**config.mk**
```make
export PLATFORM = sky130hd
export DESIGN_NAME = vid_pattern_gen_flat
export DESIGN_NICKNAME = d
export VERILOG_FILES = /design/src/rtl/vid_pattern_if.sv /design/src/rtl/vid_pattern_gen.sv /design/src/flat_wrapper.sv
export SDC_FILE = /design/constraint.sdc
export NUM_CORES = 1
export LEC_CHECK = 0
export BUFFER_PORTS_ARGS = -buffer_cell sky130_fd_sc_hd__buf_2
export CAP_MARGIN = 5
export CORE_AREA = 8 8 145 113
export CTS_BUF_LIST = sky130_fd_sc_hd__clkbuf_8
export DETAILED_ROUTE_END_ITERATION = 10
export DIE_AREA = 0 0 153 121
export PLACE_DENSITY_LB_ADDON = 0.15
export SYNTH_ARGS = -nofsm -noshare
export SYNTH_HDL_FRONTEND = slang
export SYNTH_SLANG_ARGS = --single-unit
```
**constraint.sdc**
```tcl
create_clock -name vid_clk -period 3.95 [get_ports vid_clk]
set_clock_uncertainty 0.2 [all_clocks]
set_input_delay 0.79 -clock vid_clk [delete_from_list [all_inputs] [get_ports vid_clk]]
set_output_delay 0.79 -clock vid_clk [all_outputs]
set_load 0.005 [all_outputs]
```
**src/rtl/vid_pattern_if.sv**
```systemverilog
// vid_pattern_if: control inputs and registered video outputs of the pattern generator
interface vid_pattern_if #(parameter int BPC = 12);
   logic             enable;
   logic [1:0]       pattern_sel;
   logic [3*BPC-1:0] solid_color;
   logic             vid_de;
   logic             vid_hsync;
   logic             vid_vsync;
   logic [3*BPC-1:0] vid_d;
   logic             frame_start;
   logic [15:0]      frame_cnt;
   modport master (
      input  enable, pattern_sel, solid_color,
      output vid_de, vid_hsync, vid_vsync, vid_d, frame_start, frame_cnt
   );
   modport slave (
      output enable, pattern_sel, solid_color,
      input  vid_de, vid_hsync, vid_vsync, vid_d, frame_start, frame_cnt
   );
endinterface

```
**src/rtl/vid_pattern_gen.sv**
```systemverilog
// vid_pattern_gen: parametrised video timing and test-pattern generator, all outputs registered
module vid_pattern_gen #(
   parameter int   H_FRONT    = 16,
   parameter int   H_SYNC     = 96,
   parameter int   H_BACK     = 48,
   parameter int   H_ACTIVE   = 640,
   parameter int   V_FRONT    = 10,
   parameter int   V_SYNC     = 2,
   parameter int   V_BACK     = 33,
   parameter int   V_ACTIVE   = 480,
   parameter logic HS_POL     = 1'b0,
   parameter logic VS_POL     = 1'b0,
   parameter int   BPC        = 12,
   parameter int   RAMP_SHIFT = 3
) (
   input logic             vid_clk,
   input logic             vid_reset,
   vid_pattern_if.master   bus
);
   localparam int H_BLANK = H_FRONT + H_SYNC + H_BACK;
   localparam int H_TOTAL = H_BLANK + H_ACTIVE;
   localparam int V_BLANK = V_FRONT + V_SYNC + V_BACK;
   localparam int V_TOTAL = V_BLANK + V_ACTIVE;
   localparam int BAR_W   = H_ACTIVE / 8;
   localparam int HW      = $clog2(H_TOTAL);
   localparam int VW      = $clog2(V_TOTAL);
   localparam logic [HW-1:0] HB  = HW'(H_BLANK);
   localparam logic [HW-1:0] HT1 = HW'(H_TOTAL - 1);
   localparam logic [HW-1:0] HF  = HW'(H_FRONT);
   localparam logic [HW-1:0] HFS = HW'(H_FRONT + H_SYNC);
   localparam logic [HW-1:0] BW1 = HW'(BAR_W - 1);
   localparam logic [VW-1:0] VB  = VW'(V_BLANK);
   localparam logic [VW-1:0] VT1 = VW'(V_TOTAL - 1);
   localparam logic [VW-1:0] VF  = VW'(V_FRONT);
   localparam logic [VW-1:0] VFS = VW'(V_FRONT + V_SYNC);
   localparam logic [VW-1:0] VA1 = VW'(V_ACTIVE - 1);
   localparam logic [BPC-1:0] MAX = '1;

   logic [HW-1:0]    col_q, col_d, bx_q, bx_d, x;
   logic [VW-1:0]    line_q, line_d, off_q, off_d, y;
   logic [2:0]       bi_q, bi_d;
   logic [1:0]       pat_q, pat_d;
   logic [3*BPC-1:0] clr_q, clr_d, d_q, d_d;
   logic             started_q, started_d, de_q, de_d, hs_q, hs_d, vs_q, vs_d, fs_q, fs_d;
   logic [15:0]      fc_q, fc_d;
   logic             en, sof, eol, eof, act, in_act_col, top;
   logic [BPC-1:0]   xs, ys, r, g, b;

   // next-state for counters, running bar index, latched pattern and pixel output
   always_comb begin
      en         = bus.enable;
      sof        = col_q == '0 && line_q == '0;
      eol        = col_q == HT1;
      eof        = eol && line_q == VT1;
      in_act_col = col_q >= HB;
      act        = line_q >= VB && in_act_col;
      x          = col_q - HB;
      y          = line_q - VB;
      xs         = BPC'(32'(x) << RAMP_SHIFT);
      ys         = BPC'(32'(y) << RAMP_SHIFT);
      top        = y < off_q;
      r = pat_q == 2'd0 ? clr_q[3*BPC-1:2*BPC] : pat_q == 2'd1 ? {BPC{~bi_q[1]}} :
          pat_q == 2'd2 ? xs : top ? MAX : ys;
      g = pat_q == 2'd0 ? clr_q[2*BPC-1:BPC] : pat_q == 2'd1 ? {BPC{~bi_q[2]}} :
          pat_q == 2'd2 ? ys : top ? ys : MAX;
      b = pat_q == 2'd0 ? clr_q[BPC-1:0] : pat_q == 2'd1 ? {BPC{~bi_q[0]}} :
          pat_q == 2'd2 ? '0 : xs;
      col_d     = en && !eol ? col_q + 1'b1 : '0;
      line_d    = !en ? '0 : eof ? '0 : eol ? line_q + 1'b1 : line_q;
      off_d     = !en ? '0 : eof ? (off_q == VA1 ? '0 : off_q + 1'b1) : off_q;
      bx_d      = en && in_act_col && bx_q != BW1 ? bx_q + 1'b1 : '0;
      bi_d      = en && in_act_col ? bi_q + {2'b0, bx_q == BW1 && bi_q != 3'd7} : '0;
      pat_d     = sof ? bus.pattern_sel : pat_q;
      clr_d     = sof ? bus.solid_color : clr_q;
      started_d = en && (started_q || sof);
      de_d      = en && act;
      hs_d      = en && col_q >= HF && col_q < HFS ? HS_POL : ~HS_POL;
      vs_d      = en && line_q >= VF && line_q < VFS ? VS_POL : ~VS_POL;
      fs_d      = en && sof;
      d_d       = en && act ? {r, g, b} : '0;
      fc_d      = fc_q + 16'(en && sof && started_q);
   end

   // state and output registers with synchronous reset
   always_ff @(posedge vid_clk) begin
      if (vid_reset) begin
         col_q     <= '0;
         line_q    <= '0;
         off_q     <= '0;
         bx_q      <= '0;
         bi_q      <= '0;
         pat_q     <= '0;
         clr_q     <= '0;
         started_q <= 1'b0;
         de_q      <= 1'b0;
         hs_q      <= ~HS_POL;
         vs_q      <= ~VS_POL;
         fs_q      <= 1'b0;
         d_q       <= '0;
         fc_q      <= '0;
      end else begin
         col_q     <= col_d;
         line_q    <= line_d;
         off_q     <= off_d;
         bx_q      <= bx_d;
         bi_q      <= bi_d;
         pat_q     <= pat_d;
         clr_q     <= clr_d;
         started_q <= started_d;
         de_q      <= de_d;
         hs_q      <= hs_d;
         vs_q      <= vs_d;
         fs_q      <= fs_d;
         d_q       <= d_d;
         fc_q      <= fc_d;
      end
   end

   assign bus.vid_de      = de_q;
   assign bus.vid_hsync   = hs_q;
   assign bus.vid_vsync   = vs_q;
   assign bus.vid_d       = d_q;
   assign bus.frame_start = fs_q;
   assign bus.frame_cnt   = fc_q;
endmodule

```
**src/flat_wrapper.sv**
```systemverilog
// flat-port wrapper written by rule: the top's interface ports become plain ports
module vid_pattern_gen_flat 
#(
   parameter int   H_FRONT    = 16,
   parameter int   H_SYNC     = 96,
   parameter int   H_BACK     = 48,
   parameter int   H_ACTIVE   = 640,
   parameter int   V_FRONT    = 10,
   parameter int   V_SYNC     = 2,
   parameter int   V_BACK     = 33,
   parameter int   V_ACTIVE   = 480,
   parameter logic HS_POL     = 1'b0,
   parameter logic VS_POL     = 1'b0,
   parameter int   BPC        = 12,
   parameter int   RAMP_SHIFT = 3
)
  (vid_clk, vid_reset, bus_enable, bus_pattern_sel, bus_solid_color, bus_vid_de, bus_vid_hsync, bus_vid_vsync, bus_vid_d, bus_frame_start, bus_frame_cnt);
  vid_pattern_if #(.BPC(BPC)) bus_i ();
  input logic vid_clk;
  input logic vid_reset;
  input wire logic [$bits(bus_i.enable)-1:0] bus_enable;
  input wire logic [$bits(bus_i.pattern_sel)-1:0] bus_pattern_sel;
  input wire logic [$bits(bus_i.solid_color)-1:0] bus_solid_color;
  output wire logic [$bits(bus_i.vid_de)-1:0] bus_vid_de;
  output wire logic [$bits(bus_i.vid_hsync)-1:0] bus_vid_hsync;
  output wire logic [$bits(bus_i.vid_vsync)-1:0] bus_vid_vsync;
  output wire logic [$bits(bus_i.vid_d)-1:0] bus_vid_d;
  output wire logic [$bits(bus_i.frame_start)-1:0] bus_frame_start;
  output wire logic [$bits(bus_i.frame_cnt)-1:0] bus_frame_cnt;
  assign bus_i.enable = bus_enable;
  assign bus_i.pattern_sel = bus_pattern_sel;
  assign bus_i.solid_color = bus_solid_color;
  assign bus_vid_de = bus_i.vid_de;
  assign bus_vid_hsync = bus_i.vid_hsync;
  assign bus_vid_vsync = bus_i.vid_vsync;
  assign bus_vid_d = bus_i.vid_d;
  assign bus_frame_start = bus_i.frame_start;
  assign bus_frame_cnt = bus_i.frame_cnt;
  vid_pattern_gen #(.H_FRONT(H_FRONT), .H_SYNC(H_SYNC), .H_BACK(H_BACK), .H_ACTIVE(H_ACTIVE), .V_FRONT(V_FRONT), .V_SYNC(V_SYNC), .V_BACK(V_BACK), .V_ACTIVE(V_ACTIVE), .HS_POL(HS_POL), .VS_POL(VS_POL), .BPC(BPC), .RAMP_SHIFT(RAMP_SHIFT)) u_core (.vid_clk(vid_clk), .vid_reset(vid_reset), .bus(bus_i));
endmodule
```
# Word-level counts from Yosys, hierarchy flattened
# Index checks and enable logic that the tools add are counted.
# totals
word_cells	85
reg_bits	138
# classes
muxes	14
n_eq_ne	8
addsub	8
n_reduce_logical	26
n_bitwise	8
order_cmp	7
# ops
cell	n
$mux W12	11
$add A10 B1 Y10 const B	4
$eq A10 B10 Y1 const B	2
$logic_not A10 Y1	2
$add A16 B1 Y16	1
$logic_and A1 B1 Y1	15
$eq A10 B7 Y1 const B	1
$eq A10 B9 Y1 const B	1
$ge A10 B4 Y1 const B	1
$ge A10 B5 Y1 const B	1
$ge A10 B6 Y1 const B	1
$ge A10 B8 Y1 const B	1
$lt A10 B10 Y1	1
$lt A10 B4 Y1 const B	1
$lt A10 B7 Y1 const B	1
$mux W10	1
$ne A10 B7 Y1 const B	1
$reduce_or A2 Y1	5
$sub A10 B6 Y10 const B	1
$sub A9 B8 Y9 const B	1
$not A1 Y1	8
$add A3 B1 Y3	1
$ne A3 B3 Y1 const B	1
$reduce_or A3 Y1	1
other kinds (6)	7

# Logic depth before layout (Yosys ltp)
# logic_depth
depth_word	6
mapped_depth	13
ltp_nobuf	11

# Worst setup path after synthesis
# Ideal clock, no wire load.
# synth_path
kind	register -> register
from	register u_core.line_q[0]
to	register u_core.d_q[12], in the netlist u_core.bus.vid_d[12]
t_required_ns	3.617
arrival_time_ns	2.696
synth_period_minus_slack_ns	3.028
stages_incl_launch_ff	14
path_slack_ns	0.922
path_buffers	2
cell_sequence	dfxtp_1 -> clkbuf_1 -> inv_1 -> ha_1 -> and3b_1 -> o22ai_1 -> xor2_1 -> ha_1 -> nand2_1 -> nor2_1 -> a211oi_1 -> a31o_2 -> clkbuf_1 -> a21oi_1
# synth_via
elab_chain_cells	6
elab_cells_between_ends	11
classes_between	1 x add/sub; 2 x order compare; 4 x mux; 1 x bitwise; 3 x reduce/logical
# synth_lines
item	line_no	text
start: declaration	vid_pattern_gen.sv:40	logic [VW-1:0] line_q, line_d, off_q, off_d, y;
start signal: assignment	vid_pattern_gen.sv:103	line_q <= line_d;
$sub A10 B6 Y10	vid_pattern_gen.sv:58	y = line_q - VB;
named net u_core.y[0]	vid_pattern_gen.sv:40	
$lt A10 B10 Y1	vid_pattern_gen.sv:61	top = y < off_q;
$mux W12 (2 in series)	vid_pattern_gen.sv:65	pat_q == 2'd2 ? ys : top ? ys : MAX;
$mux W12 (2 in series)	vid_pattern_gen.sv:64	g = pat_q == 2'd0 ? clr_q[2*BPC-1:BPC] : pat_q == 2'd1 ? {BPC{~bi_q[2]}} :
end signal: assignment	vid_pattern_gen.sv:99	d_q <= '0;
end signal: assignment	vid_pattern_gen.sv:114	d_q <= d_d;
end: declaration	vid_pattern_gen.sv:43	logic [3*BPC-1:0] clr_q, clr_d, d_q, d_d;
# The timed path passes the listed nets, and every way through them passes these cells.
# A chain may end at the register's enable or synchronous reset.

# Worst setup path in the final report
# layout_path
from	register u_core.line_q[0]
to	register u_core.d_q[27], in the netlist u_core.bus.vid_d[27]
# layout_via
elab_chain_cells	6
elab_cells_between_ends	11
classes_between	1 x add/sub; 2 x order compare; 4 x mux; 1 x bitwise; 3 x reduce/logical
# layout_lines
item	line_no	text
$sub A10 B6 Y10 *	vid_pattern_gen.sv:58	
named net u_core.y[0]	vid_pattern_gen.sv:40	
$lt A10 B10 Y1	vid_pattern_gen.sv:61	
$mux W12 * (2 in series)	vid_pattern_gen.sv:63	pat_q == 2'd2 ? xs : top ? MAX : ys;
$mux W12 * (2 in series)	vid_pattern_gen.sv:62	r = pat_q == 2'd0 ? clr_q[3*BPC-1:2*BPC] : pat_q == 2'd1 ? {BPC{~bi_q[1]}} :
# Mark *: on every way through the listed nets, which the timed path passes. The rest lies on a longest branch.

==> results_dict.tcl <==
set metrics [dict create \
    hold_violations 0 \
    dr_total_vias 5274 \
    drc_errors 0 \
    pwr-share-clk_pct 44.9 \
    antennaDiodeCount 0 \
    syn_avg_cell_area_um2 8.324 \
    slew_violations 0 \
    ys_seq_area_share_pct 45.78 \
    rrSetupSlack_ns 0.54 \
    viasPerCell 5.301 \
    p_comb_share_pct 5.8 \
    fin_crit_ns 3.405 \
    root_buffer "clkbuf_8" \
    yosys.area_share.simple_pct 22.87 \
    place_hpwl_um 11620 \
    postCtsSetupRepairBufs 0 \
    synth_largest_area_cell "dfxtp_1" \
    p_switching_uw 728.3 \
    yosys-top-cells-area "dfxtp_1 (46%), nand2_1 (7.8%), a21oi_1 (7.5%)" \
    syn_inst 725 \
    final_nets 866 \
    wl_per_cell_um 16.12 \
    netlist_area_mm2 0.006035 \
    gp_congestion 0.9051 \
    synth_top_area_share_pct 45.78 \
    ys_seq_elements 138 \
    setup-tns-final_ns 0 \
    crit_top_cell "ha_1" \
    power.leakage_uw 0.002918 \
    path_class "register to register" \
    design_area_mm2 0.007063 \
    yosysUniqueCellTypes 54 \
    area_growth_pct 17.04 \
    grt_antenna_before_repair 0 \
    tightest_slew_ns 0.7316 \
    first_pass_iters 4 \
    p_seq_share_pct 49.2 \
    drt_first_iter_violations 353 \
    cp-start-kind "register" \
    htreeDepth 4 \
    fp.dieW_um 153 \
    grt_setup_unrepaired "no" \
    grt_pass1_vias 5198 \
    synth_top_family_by_area "simple AND/OR/NAND/NOR gates" \
    vdd_ir_drop_max_mv 0.2196 \
    clk_latency_ns 0.46 \
    layout_commonest_cell "dfxtp_1" \
    synth-edff-count 0 \
    crit_chain "inv_1, ha_1, and3b_1, o22ai_1, xor2_1, ha_1, nand2_1, nor2_1, a211oi_1, a21oi_1, a221oi_1" \
    power_density_mw_per_mm2 414.5 \
    hold_path.class "register to register" \
    crit_path_end_kind "register" \
    core_area_mm2 0.01412 \
    synth_warnings 0 \
    max_clock_freq_ghz 0.2937 \
    multiInputGateArea_mm2 0.002970 \
    worst_ep_required_time_ns 4.10 \
    cts_sinks 138 \
    worstPathArrival_ns 3.56 \
    grt_max_degree 56 \
    ys.flop_type "dfxtp_1" \
    drv_cap 0 \
    rows 38 \
    syn-num-nets 789 \
    n_fill_cell 1354 \
    path_clk_slew_ns 0.08 \
    layout.cells.most_common_list "dfxtp_1 (138), nand2_1 (125), buf_2 (96)" \
    synthAdderAreaFrac_pct 4.769 \
    synth_compound_area_share_pct 14.39 \
    dpl_cell_area_mm2 0.006608 \
    drt_wl_total_um 16040 \
    pin_count 97 \
    grt_overflow 0 \
    grt_use_total_pct 17.55 \
    cts_hold_buf 0 \
    cts_tree "yes" \
    cp_max_fo 10 \
    status "finished, final reports clean" \
    ys_async_sr_fraction_pct 0 \
    regArea_mm2 0.002763 \
    port-buffer-count 96 \
    clockBufferDepth 2 \
    swShare_pct 24.88 \
    drive_above_1_share_pct 18.16 \
    synth-xor-area-share_pct 7.112 \
    internal_power_uw 2199 \
    critical_path.max_stage_delay_ns 0.55 \
    cts_buffers 17 \
    ant_nets 0 \
    setup_viol 0 \
    period_share_pct 86.20 \
    muxShareOfSynthArea_pct 0 \
    start_util_pct 42.73 \
    grt_first_pass_wirelength_um 26410 \
    slew_headroom_pct 50.56 \
    fp.dieArea_mm2 0.01851 \
    ctsResizeCount 0 \
    die_y_um 121 \
    cp_slowest_cell "dfxtp_1" \
]
[stage by stage]
stage	setup slack [ns]	util [%]	total power (uW)	hold WS, ns	instances
2_1_floorplan	0.9216	-	1580	0.2176	725
3_3_place_gp	0.8385	46.79	1642	0.2270	963
3_5_place_dp	0.6163	46.79	1644	0.2422	963
4_1_cts	0.5853	50.02	2954	0.2555	995
5_1_grt	0.1885	50.02	3039	0.2767	995
6_report	0.5450	50.02	2927	0.2529	995
[power by group through the flow]
stage                     Combinational (uW)  Sequential (uW)  Clock [uW]
after global routing                     193             1450        1400
after detailed placement                 170             1470           0
after CTS                                172             1440        1340
after global placement                   169             1470           0
after floorplan                          114             1470           0
final                                    171             1440        1320
[flip-flops by register name (all words and copies together), names as in the netlist]
name / flops
u_core.bus.vid_vsync: 1
u_core.col_q: 10
u_core.bus.frame_start: 1
u_core.bus.vid_d: 36
u_core.clr_q: 36
u_core.bus.frame_cnt: 16
u_core.started_q: 1
u_core.bi_q: 3
u_core.bus.vid_hsync: 1
u_core.pat_q: 2
u_core.line_q: 10
u_core.bus.vid_de: 1
u_core.bx_q: 10
u_core.off_q: 10
[path summary, 6_finish.rpt]
check	end	from	cells past startpoint
max	u_core.bus.vid_d[27]$_SDFF_PP0_	u_core.line_q[0]$_SDFFE_PP0P_	11
min	u_core.clr_q[1]$_SDFFE_PP0P_	u_core.clr_q[1]$_SDFFE_PP0P_	2
min reg2reg	u_core.clr_q[1]$_SDFFE_PP0P_	u_core.clr_q[1]$_SDFFE_PP0P_	2
max reg2reg	u_core.bus.vid_d[27]$_SDFF_PP0_	u_core.line_q[0]$_SDFFE_PP0P_	11
[synth_stat cells (4+ instances only)]
master	instances
dfxtp_1	138
nand2_1	125
a21oi_1	90
nor2_1	65
clkbuf_1	34
inv_1	29
xor2_1	28
ha_1	23
nand3_1	21
xnor2_1	21
o21ai_0	15
nor3_1	13
nand4_1	12
a211oi_1	10
a221oi_1	8
and3_1	7
nor3b_1	7
buf_2	6
a31oi_1	5
and2_1	5
or4_1	5
nor4_1	4
or3_1	4
or3_2	4
[final cells by class]
type | count | area share, %
clock buffers | 18 | 3.508
repair buffers | 104 | 7.653
well taps | 180 | 3.189
inverters | 29 | 1.541
flip-flops and latches | 138 | 39.11
clock inverters | 14 | 2.941
multi-input cells | 512 | 42.05
[metal layers]
layer  track usage (%)  share of wire [%]
met1             23.53                 49
met2             26.59                 43
met3             5.231                6.4
met4             5.857                1.3
met5                 0                  0
[worst max-delay path, delay by kind of cell, from the launching register on]
family	cells	cell delay, ns
fa+ha+maj	2	0.56
xor+xnor	1	0.30
compound gates	4	1.11
buf+inv	1	0.18
simple gates	3	0.40
flops	1	0.55
[cells by family after synthesis]
kind of cell	count (synthesis)
and+or+nand+nor	292
AOI/OAI and AO/OA	148
DFF	138
buffers and inverters	75
xor gates and xnor gates	49
adders and majority gates	23
Note: power is estimated with default switching activity, not from simulation.
